### src/rtl/conv_window_acc_ctrl_if.sv
// rtl/conv_window_acc_ctrl_if.sv - window/tree/result bus of conv_window_acc_ctrl
// acc_sat exists only when ACC_SAT_EN is defined.
interface conv_window_acc_ctrl_if #(
  parameter int ACC_W = 24,
  parameter int CH_W  = 8
);
  logic [CH_W-1:0]         cfg_num_ch;
  logic                    in_valid;
  logic                    in_ready;
  logic signed [8:0][15:0] in_data;
  logic signed [8:0][15:0] tree_a;
  logic signed [17:0]      tree_dout;
  logic                    out_valid;
  logic                    out_ready;
  logic signed [ACC_W-1:0] out_data;
  logic                    busy;
`ifdef ACC_SAT_EN
  logic                    acc_sat;
`endif

  modport slave (
    input  cfg_num_ch, in_valid, in_data, tree_dout, out_ready,
    output in_ready, tree_a, out_valid, out_data, busy
`ifdef ACC_SAT_EN
    , output acc_sat
`endif
  );

  modport master (
    output cfg_num_ch, in_valid, in_data, tree_dout, out_ready,
    input  in_ready, tree_a, out_valid, out_data, busy
`ifdef ACC_SAT_EN
    , input acc_sat
`endif
  );
endinterface

### src/rtl/conv_window_acc_ctrl.sv
// rtl/conv_window_acc_ctrl.sv - issues 3x3 windows into a 2-cycle adder tree and accumulates channels per pixel
// ACC_SAT_EN: saturating accumulation plus sticky acc_sat flag (default: wrap-around).
module conv_window_acc_ctrl #(
  parameter int ACC_W = 24,
  parameter int CH_W  = 8
) (
  input logic clk,
  input logic rst,
  conv_window_acc_ctrl_if.slave bus
);
  localparam logic [1:0] S_IDLE  = 2'd0;
  localparam logic [1:0] S_ACCUM = 2'd1;
  localparam logic [1:0] S_DRAIN = 2'd2;
  localparam logic [1:0] S_HOLD  = 2'd3;

  logic [1:0]              state_q, state_d;
  logic [1:0]              v_q, v_d;
  logic [CH_W-1:0]         n_q, n_d, cnt_q, cnt_d;
  logic [CH_W-1:0]         cfg_n, cnt_inc;
  logic signed [ACC_W-1:0] acc_q, acc_d, dout_ext, add_res;
  logic                    accept, first_accept;

  assign bus.in_ready  = (state_q == S_IDLE) || (state_q == S_ACCUM);
  assign accept        = bus.in_valid && bus.in_ready;
  assign first_accept  = accept && (state_q == S_IDLE);
  assign bus.tree_a    = accept ? bus.in_data : '0;
  assign bus.out_valid = (state_q == S_HOLD);
  assign bus.out_data  = acc_q;
  assign bus.busy      = (state_q != S_IDLE);

  assign cfg_n    = (bus.cfg_num_ch == '0) ? CH_W'(1) : bus.cfg_num_ch;
  assign cnt_inc  = cnt_q + CH_W'(1);
  assign dout_ext = ACC_W'(bus.tree_dout);
  assign v_d      = {v_q[0], accept};

`ifdef ACC_SAT_EN
  logic signed [ACC_W:0] sum_wide;
  logic                  ovf;
  logic                  sat_q, sat_d;

  assign sum_wide = {acc_q[ACC_W-1], acc_q} + {dout_ext[ACC_W-1], dout_ext};
  assign ovf      = sum_wide[ACC_W] ^ sum_wide[ACC_W-1];
  // The extra sign bit tells which rail was crossed.
  assign add_res  = !ovf ? sum_wide[ACC_W-1:0]
                  : (sum_wide[ACC_W] ? {1'b1, {(ACC_W-1){1'b0}}}
                                     : {1'b0, {(ACC_W-1){1'b1}}});
  assign sat_d    = first_accept ? 1'b0 : ((v_q[1] && ovf) ? 1'b1 : sat_q);
  assign bus.acc_sat = sat_q;

  always_ff @(posedge clk) begin
    if (rst) sat_q <= 1'b0;
    else     sat_q <= sat_d;
  end
`else
  assign add_res = acc_q + dout_ext;
`endif

  always_comb begin
    acc_d = acc_q;
    if (first_accept)  acc_d = '0;
    else if (v_q[1])   acc_d = add_res;
  end

  always_comb begin
    state_d = state_q;
    n_d     = n_q;
    cnt_d   = cnt_q;
    case (state_q)
      S_IDLE: if (accept) begin
        n_d     = cfg_n;
        cnt_d   = CH_W'(1);
        state_d = (cfg_n == CH_W'(1)) ? S_DRAIN : S_ACCUM;
      end
      S_ACCUM: if (accept) begin
        cnt_d = cnt_inc;
        if (cnt_inc == n_q) state_d = S_DRAIN;
      end
      // The last sum lands this cycle once nothing is left in the first stage.
      S_DRAIN: if (!v_q[0]) state_d = S_HOLD;
      S_HOLD:  if (bus.out_ready) state_d = S_IDLE;
      default: state_d = S_IDLE;
    endcase
  end

  always_ff @(posedge clk) begin
    if (rst) begin
      state_q <= S_IDLE;
      v_q     <= '0;
      n_q     <= '0;
      cnt_q   <= '0;
      acc_q   <= '0;
    end else begin
      state_q <= state_d;
      v_q     <= v_d;
      n_q     <= n_d;
      cnt_q   <= cnt_d;
      acc_q   <= acc_d;
    end
  end
endmodule

### src/flat_wrapper.sv
// flat-port wrapper written by rule: the top's interface ports become plain ports
module conv_window_acc_ctrl_flat 
#(
  parameter int ACC_W = 24,
  parameter int CH_W  = 8
)
  (clk, rst, bus_cfg_num_ch, bus_in_valid, bus_in_data, bus_tree_dout, bus_out_ready, bus_in_ready, bus_tree_a, bus_out_valid, bus_out_data, bus_busy);
  conv_window_acc_ctrl_if #(.ACC_W(ACC_W), .CH_W(CH_W)) bus_i ();
  input logic clk;
  input logic rst;
  input wire logic [$bits(bus_i.cfg_num_ch)-1:0] bus_cfg_num_ch;
  input wire logic [$bits(bus_i.in_valid)-1:0] bus_in_valid;
  input wire logic [$bits(bus_i.in_data)-1:0] bus_in_data;
  input wire logic [$bits(bus_i.tree_dout)-1:0] bus_tree_dout;
  input wire logic [$bits(bus_i.out_ready)-1:0] bus_out_ready;
  output wire logic [$bits(bus_i.in_ready)-1:0] bus_in_ready;
  output wire logic [$bits(bus_i.tree_a)-1:0] bus_tree_a;
  output wire logic [$bits(bus_i.out_valid)-1:0] bus_out_valid;
  output wire logic [$bits(bus_i.out_data)-1:0] bus_out_data;
  output wire logic [$bits(bus_i.busy)-1:0] bus_busy;
  assign bus_i.cfg_num_ch = bus_cfg_num_ch;
  assign bus_i.in_valid = bus_in_valid;
  assign bus_i.in_data = bus_in_data;
  assign bus_i.tree_dout = bus_tree_dout;
  assign bus_i.out_ready = bus_out_ready;
  assign bus_in_ready = bus_i.in_ready;
  assign bus_tree_a = bus_i.tree_a;
  assign bus_out_valid = bus_i.out_valid;
  assign bus_out_data = bus_i.out_data;
  assign bus_busy = bus_i.busy;
  conv_window_acc_ctrl #(.ACC_W(ACC_W), .CH_W(CH_W)) u_core (.clk(clk), .rst(rst), .bus(bus_i));
endmodule
### config.mk
export PLATFORM = sky130hd
export DESIGN_NAME = conv_window_acc_ctrl_flat
export DESIGN_NICKNAME = d
export VERILOG_FILES = /design/src/rtl/conv_window_acc_ctrl_if.sv /design/src/rtl/conv_window_acc_ctrl.sv /design/src/flat_wrapper.sv
export SDC_FILE = /design/constraint.sdc
export NUM_CORES = 1
export LEC_CHECK = 0
export CORE_AREA = 2 2 133 135
export DETAILED_ROUTE_END_ITERATION = 8
export DIE_AREA = 0 0 135 137
export GPL_TIMING_DRIVEN = 0
export PLACE_DENSITY = 0.72
export SLEW_MARGIN = 0
export SYNTH_ARGS = -nofsm -noshare
export SYNTH_HDL_FRONTEND = slang
export SYNTH_SLANG_ARGS = --single-unit
### constraint.sdc
create_clock -name clk -period 4.45 [get_ports clk]
set_input_delay 0.445 -clock clk [delete_from_list [all_inputs] [get_ports clk]]
set_output_delay 0.445 -clock clk [all_outputs]
set_load 0.02 [all_outputs]
==> metrics.md, run 1 <==
| Metric | Value |
|---|---|
| Vias in the first global route | 5055 |
| Xor/xnor share of the synthesized area | 0.0604 |
| Final-report hold violation count | 0 |
| Vias/cell | ~4.9 |
| Pin count of the biggest net entering global routing | 14 |
| Slew Limit Fails | 0 |
| Final setup margin | approximately 0.69 ns |
| Compound-Gate Fraction of Synth Area | 0.170 |
| Pwr/cell area | 388 nW/um^2 |
| RSZ-0062 raised after global routing | false |
| Rel. slew slack | 0.592 |
| Clock Tree Buf Depth | 2 |
| Post-DP HPWL | about 21 mm |
| Final Instance Area | approximately 8100 um^2 |
| DIE AREA | 18500 um^2 |
| Yosys cell types | about 60 |
| Crit path time final | roughly 3.8 ns |
| Synth warnings | 0 |
| Top FF cell, synth | dfxtp_1 |
| Initial cell density of the core | 0.247 |
| DRT Pass-1 Iters | 5 |
| Max VDD drop | roughly 240 uV |
| Post-CTS sizing | 0 |
| Post-synthesis cell count | 570 |
| Fin cells | between 1000 and 1500 |
| Total power | 3.14 mW |
| Async SR Flop Fraction | 0 |
| Global route overflow | 0 |
| Mapped Area | roughly 4200 um^2 |
| Mux share of post-synthesis cell area | 0.0336 |
| Pleak | ~3.5 nW |
| GRT Overall Usage | 0.239 |
| Ant. Diodes | 0 |
| Core area | ~17000 um^2 |
| Share of layout cells above drive strength 1 | 0.0336 |
| Cts hold-fix bufs | 0 |
| Reg-to-Reg End | u_core.bus.out_data[22] |
| Crit path launch type | input port |
| Die Y | ~140 um |
| Largest family of logic cells by synthesized area | simple AND/OR/NAND/NOR gates |
| Outcome | complete, no violations |
| Initial DRC count | approximately 460 |
| CP Capture Type | output pin |
| Clock Skew | between 0.007 and 0.008 ns |
| Buffers on Ports | about 340 |
| Root buffer cell | clkbuf_16 |
| Flop and latch count out of synthesis | 44 |
| Crit path DAT | between 3 and 4 ns |
| First-pass GRT wire length | around 32 mm |
| Crit Path Class | input port to output pin |
| Pre-CTS WS | between 0.6 and 0.7 ns |
| Post-CTS setup buffers | 0 |
| Num CTS Buffers | 5 |
| Total negative slack | 0 ns |
| Clock latency on the worst-skew pair | approximately 0.30 ns |
| Hold Slack | 0.474 ns |
| Final WL | about 24 mm |
| Min-delay src | u_core.n_q[1] |
| Io pins | between 300 and 400 |
| H-tree Lvls | 2 |
| Initial antenna violation count | 1 |
| Synth Area in Simple Gates | 0.370 |
| Hold path cells | 2 |
| Final setup fails | 0 |
| Fin crit share | 0.846 |
| CTS clk-pin slew, worst paths | 0.06 ns |
| Worst Path Required | ~4 ns |
| RR Startpoint | u_core.bus.out_data[0] |
| Seq/Total Area, Yosys | 0.209 |
| Number of max-cap violations | 0 |
| DRC | 0 |
| Reg2reg setup slack | roughly 1.6 ns |
| TritonCTS clock tree | done |
| Worst Max-Slew Pin Slew | 0.612 ns |
| Worst Reg-to-Reg Cells | 10 |
| Syn-to-layout area delta | 92.5% |
| Post-synth net total | between 700 and 800 |
| Post-synth EDFFs | 0 |
| Routability cong. | 0.915 |
| CP Max Fanout | 10 |
| Num rows | 48 |
| Antenna-violating nets left | 0 |
| Placed Instances | around 1100 |
| Post-Synth Adder-Cell Area | 0.0881 |
| DP Area | ~7900 um^2 |
| WL/cell | approximately 21 um |
| Clock Sinks | 44 |
| Worst min-delay path class | flop to flop |
| Hold Path Sink | u_core.n_q[1] |
| Synthesized area per cell | 7.38 um^2 |
| Vias | ~5600 |
| Fmax | about 0.27 GHz |
| Die W | about 140 um |
| Util after Layout | 0.475 |
| Final #Nets | 1124 |
[worst max-delay path, cell delays in order]
cell	delay (ns)
clkdlybuf4s50_1	0.60
clkbuf_1	0.37
buf_1	0.53
clkbuf_1	0.39
and3_1	0.24
clkdlybuf4s50_1	0.74
[layout make-up]
| class | instances | area, um^2 |
|---|---|---|
| fill | 1653 | 8960 |
| timing repair buffer | 344 | 3440 |
| multi-input combinational | 464 | 3030 |
| sequential | 44 | 881 |
| tap | 225 | 282 |
| buffer | 52 | 253 |
| clock buffer | 6 | 129 |
| inverter | 10 | 37.5 |
| clock inverter | 2 | 35.0 |
[worst max path at each step]
stage / slack (ns) / endpoint / cells after the start / from
final: 0.69 / bus_tree_a[110] / 6 / bus_in_valid
after detailed placement: 0.65 / bus_tree_a[105] / 6 / bus_in_valid
after global routing: 0.49 / bus_tree_a[105] / 6 / bus_in_valid
after floorplan: 1.85 / u_core.bus.out_data[22] / 10 / bus_tree_dout[0]
after global placement: 0.66 / bus_tree_a[105] / 6 / bus_in_valid
after CTS: 0.65 / bus_tree_a[105] / 6 / bus_in_valid
[sequential cells by signal, indices dropped and copies added (netlist names)]
register,count
u_core.n_q,8
u_core.state_q,2
u_core.cnt_q,8
u_core.bus.out_data,24
u_core.v_q,2
[placed cells by master (no fill, tap or decap), types with 11 or more instances in the layout]
cell / synthesis / final
clkdlybuf4s50_1: 0 / 344
clkbuf_1: 41 / 42
mux2i_1: 13 / 13
nor2_1: 40 / 40
ha_1: 28 / 28
xnor2_1: 19 / 19
nand2_1: 47 / 47
and3_1: 150 / 150
a21oi_1: 29 / 29
dfxtp_1: 44 / 44
a21o_1: 11 / 11
o21ai_0: 20 / 20
nor3_1: 11 / 11
[cells in the mapped netlist, types with 5 or more instances]
| library cell | count | share of area |
|---|---|---|
| inv_1 | 10 | 0.0089 |
| nor3_1 | 11 | 0.013 |
| o21ai_1 | 5 | 0.0059 |
| mux2i_1 | 13 | 0.031 |
| xnor2_1 | 19 | 0.040 |
| a211oi_1 | 6 | 0.011 |
| o21ai_0 | 20 | 0.024 |
| a21oi_1 | 29 | 0.035 |
| nor2_1 | 40 | 0.036 |
| ha_1 | 28 | 0.083 |
| and3_1 | 150 | 0.22 |
| a31oi_1 | 6 | 0.0089 |
| nand4_1 | 8 | 0.012 |
| clkbuf_1 | 41 | 0.037 |
| nand3_1 | 9 | 0.011 |
| dfxtp_1 | 44 | 0.21 |
| a21o_1 | 11 | 0.020 |
| a22oi_1 | 6 | 0.011 |
| nand2_1 | 47 | 0.042 |
| xor2_1 | 10 | 0.021 |
[kinds of logic after synthesis]
group                      count (synthesis)
AOI/OAI and AO/OA                        107
xor gates and xnor gates                  29
adders and majority gates                 29
buffers and inverters                     62
DFF                                       44
muxes                                     14
and+or+nand+nor                          285
[where the power goes]
part	switching [mW]	internal (mW)
combinational	1.25	0.983
clock	0.168	0.265
sequential	0.0401	0.437
total	1.45	1.68
[layer usage]
metal  part of all wire  track usage
met4              0.011       0.0359
met3               0.11       0.0904
met2               0.44        0.365
met5                  0            0
met1               0.44        0.328
Note: power is estimated with default switching activity, not from simulation.
==> run 2, diff against run 1 <==
PLACE_DENSITY = 0.74   (was 0.72)
clock period = 3.4 ns   (was 4.45 ns; I/O delays follow)
==> metrics.md, run 2 (synthesis results as in run 1) <==
| Metric | Value |
|---|---|
| Reg-to-Reg End | u_core.bus.out_data[22] |
| Most frequent cells in the layout | clkdlybuf4s50_1, and3_1, nand2_1, dfxtp_1, nor2_1 |
| GRT Overall Usage | 0.242 (+0.00217) |
| Clock Tree Buf Depth | 2 (unchanged) |
| RSZ-0062 raised after global routing | false |
| CP startpoint | bus_in_valid |
| Global route overflow | 0 (unchanged) |
| Post-DP HPWL | 20.9 mm (about the same) |
| Outcome | complete, no violations |
| Core area | 17100 um^2 (unchanged) |
| Crit path time final | ~3.2 ns |
| Number of max-cap violations | 0 (unchanged) |
| Initial DRC count | 380 (-18%) |
| Max reg flops | 24 (unchanged) |
| Io pins | 345 (unchanged) |
| Die Y | 137 um (unchanged) |
| Placed Instances | 1139 (unchanged) |
| Fmax | ~0.31 GHz |
| Rel. slew slack | 0.582 (-0.0102) |
| DIE AREA | 18500 um^2 (unchanged) |
| Slew Limit Fails | 0 (unchanged) |
| Pwr/cell area | 507 nW/um^2 (+31%) |
| Pleak | 3.50 nW (+0.54%) |
| Worst Path Required | 3.06 ns (-0.95 ns) |
| Reg2reg setup slack | 0.65 ns (-0.99 ns) |
| CTS clk-pin slew, worst paths | 0.06 ns (about the same) |
| Routability cong. | 0.907 (-0.79%) |
| Fin cells | 1149 (+0.17%) |
| Pin count of the biggest net entering global routing | 14 (unchanged) |
| First-pass GRT wire length | 32.7 mm (+1.2%) |
| Crit path DAT | 2.88 ns (-0.44 ns) |
| Most common cell after layout, fill and taps aside | clkdlybuf4s50_1 |
| Clock Sinks | 44 (unchanged) |
| DRT Pass-1 Iters | 4 (-1) |
| Final #Nets | 1123 (-0.089%) |
| CP Capture Type | output pin |
| Vias/cell | 4.93 (+0.18%) |
| Initial cell density of the core | 0.247 (unchanged) |
| Post-CTS setup buffers | 0 (unchanged) |
| Vias in the first global route | 5160 (+2.1%) |
| Num CTS Buffers | 5 (unchanged) |
| Clock Skew | 0.00479 ns (-0.00302 ns) |
| WL/cell | 21.0 um (+1.5%) |
| Syn-to-layout area delta | 92.7% |
| DRC | 0 (unchanged) |
| Worst Reg-to-Reg Cells | 10 (unchanged) |
| Initial antenna violation count | 8 (+7) |
| Share of layout cells above drive strength 1 | 0.0402 (+0.00655) |
| TritonCTS clock tree | done |
| Critical path endpoint | bus_tree_a[69] |
| Area occupied by multi-input gates | 3040 um^2 (about the same) |
| Root buffer cell | clkbuf_16 |
| Num rows | 48 (unchanged) |
| Worst min-delay path class | flop to flop |
| Final setup fails | 0 (unchanged) |
| Total power | 4.11 mW (+31%) |
| Crit path launch type | input port |
| Register area | 881 um^2 (unchanged) |
| Final WL | 24.1 mm (+1.6%) |
| Fin crit share | 0.948 |
| Buffers on Ports | 344 (unchanged) |
| Die W | 135 um (unchanged) |
| Vias | 5666 (+0.35%) |
| Worst Max-Slew Pin Slew | 0.627 ns (+0.0152 ns) |
| Max VDD drop | 262 uV (+9.9%) |
| Antenna-violating nets left | 0 (unchanged) |
| Crit Path Class | input port to output pin |
| CP Max Fanout | 10 (unchanged) |
| RR Startpoint | u_core.bus.out_data[0] |
| Clock latency on the worst-skew pair | 0.30 ns (about the same) |
| Final-report hold violation count | 0 (unchanged) |
| H-tree Lvls | 2 (unchanged) |
| FILL cells | 1698 (+2.7%) |
[run 2: changes by cell type in the layout (fill, tap and decap cells not counted), sizes merged]
cell           delta
dlygate4sd2       +2
diode             +3
clkdlybuf4s50     -2
clkbuf            -1
[run 2: repair_timing]
item                       CTS  global route
pin swaps                    0             0
resized for setup            7             1
hold buffers                 0             0
setup endpoints to repair  139             1
[run 2: where the power goes]
| group | internal (mW) | switching [mW] |
|---|---|---|
| Sequential | 0.572 | 0.0510 |
| Clock | 0.346 | 0.223 |
| Combinational | 1.29 | 1.62 |
| Total | 2.21 | 1.90 |
[run 2: worst min path at each step]
stage | startpoint | endpoint | slack, ns | cells past startpoint
finish | u_core.bus.out_data[16] | u_core.bus.out_data[16] | 0.47 | 2
global route | u_core.bus.out_data[16] | u_core.bus.out_data[16] | 0.49 | 2
CTS | u_core.bus.out_data[16] | u_core.bus.out_data[16] | 0.47 | 2
detailed placement | u_core.bus.out_data[16] | u_core.bus.out_data[16] | 0.46 | 2
global placement | u_core.n_q[3] | u_core.n_q[3] | 0.46 | 2
floorplan | u_core.v_q[0] | u_core.v_q[1] | 0.44 | 1
[run 2: routing by layer]
layer  vias to the layer above  wire, um  track usage
li1                       2767         -            -
met1                      2640     10300        0.309
met2                       229     11600        0.409
met3                        22      2060       0.0763
met4                         8       197       0.0330
met5                         -        54            0
[run 2: critical path, stage by stage]
cell,delay [ns]
clkdlybuf4s50_1,0.59
clkbuf_2,0.30
buf_2,0.34
clkbuf_1,0.33
and3_1,0.28
clkdlybuf4s50_1,0.68
[run 2: area by class of cell]
class                   instances  area share
repair buffers                344       0.425
multi-input cells             464       0.375
flip-flops and latches         44       0.109
well taps                     225      0.0347
plain buffers                  51      0.0315
clock buffers                   6      0.0159
inverters                      10     0.00463
clock inverters                 2     0.00432
diodes                          3    0.000926
[run 2: per-stage QoR]
stage | hold WS [ns] | worst slack, ns | util | TNS (ns) | cell area, um^2
floorplan | 0.438 | 0.817 | - | 0 | 4210
global route | 0.487 | 0.0585 | 0.475 | 0 | 8100
detailed placement | 0.461 | -0.287 | 0.465 | -13.65 | 7930
finish | 0.468 | 0.178 | 0.475 | 0 | 8100
global placement | 0.457 | -0.343 | 0.465 | -18.25 | 7930
CTS | 0.469 | 0.0753 | 0.475 | 0 | 8090
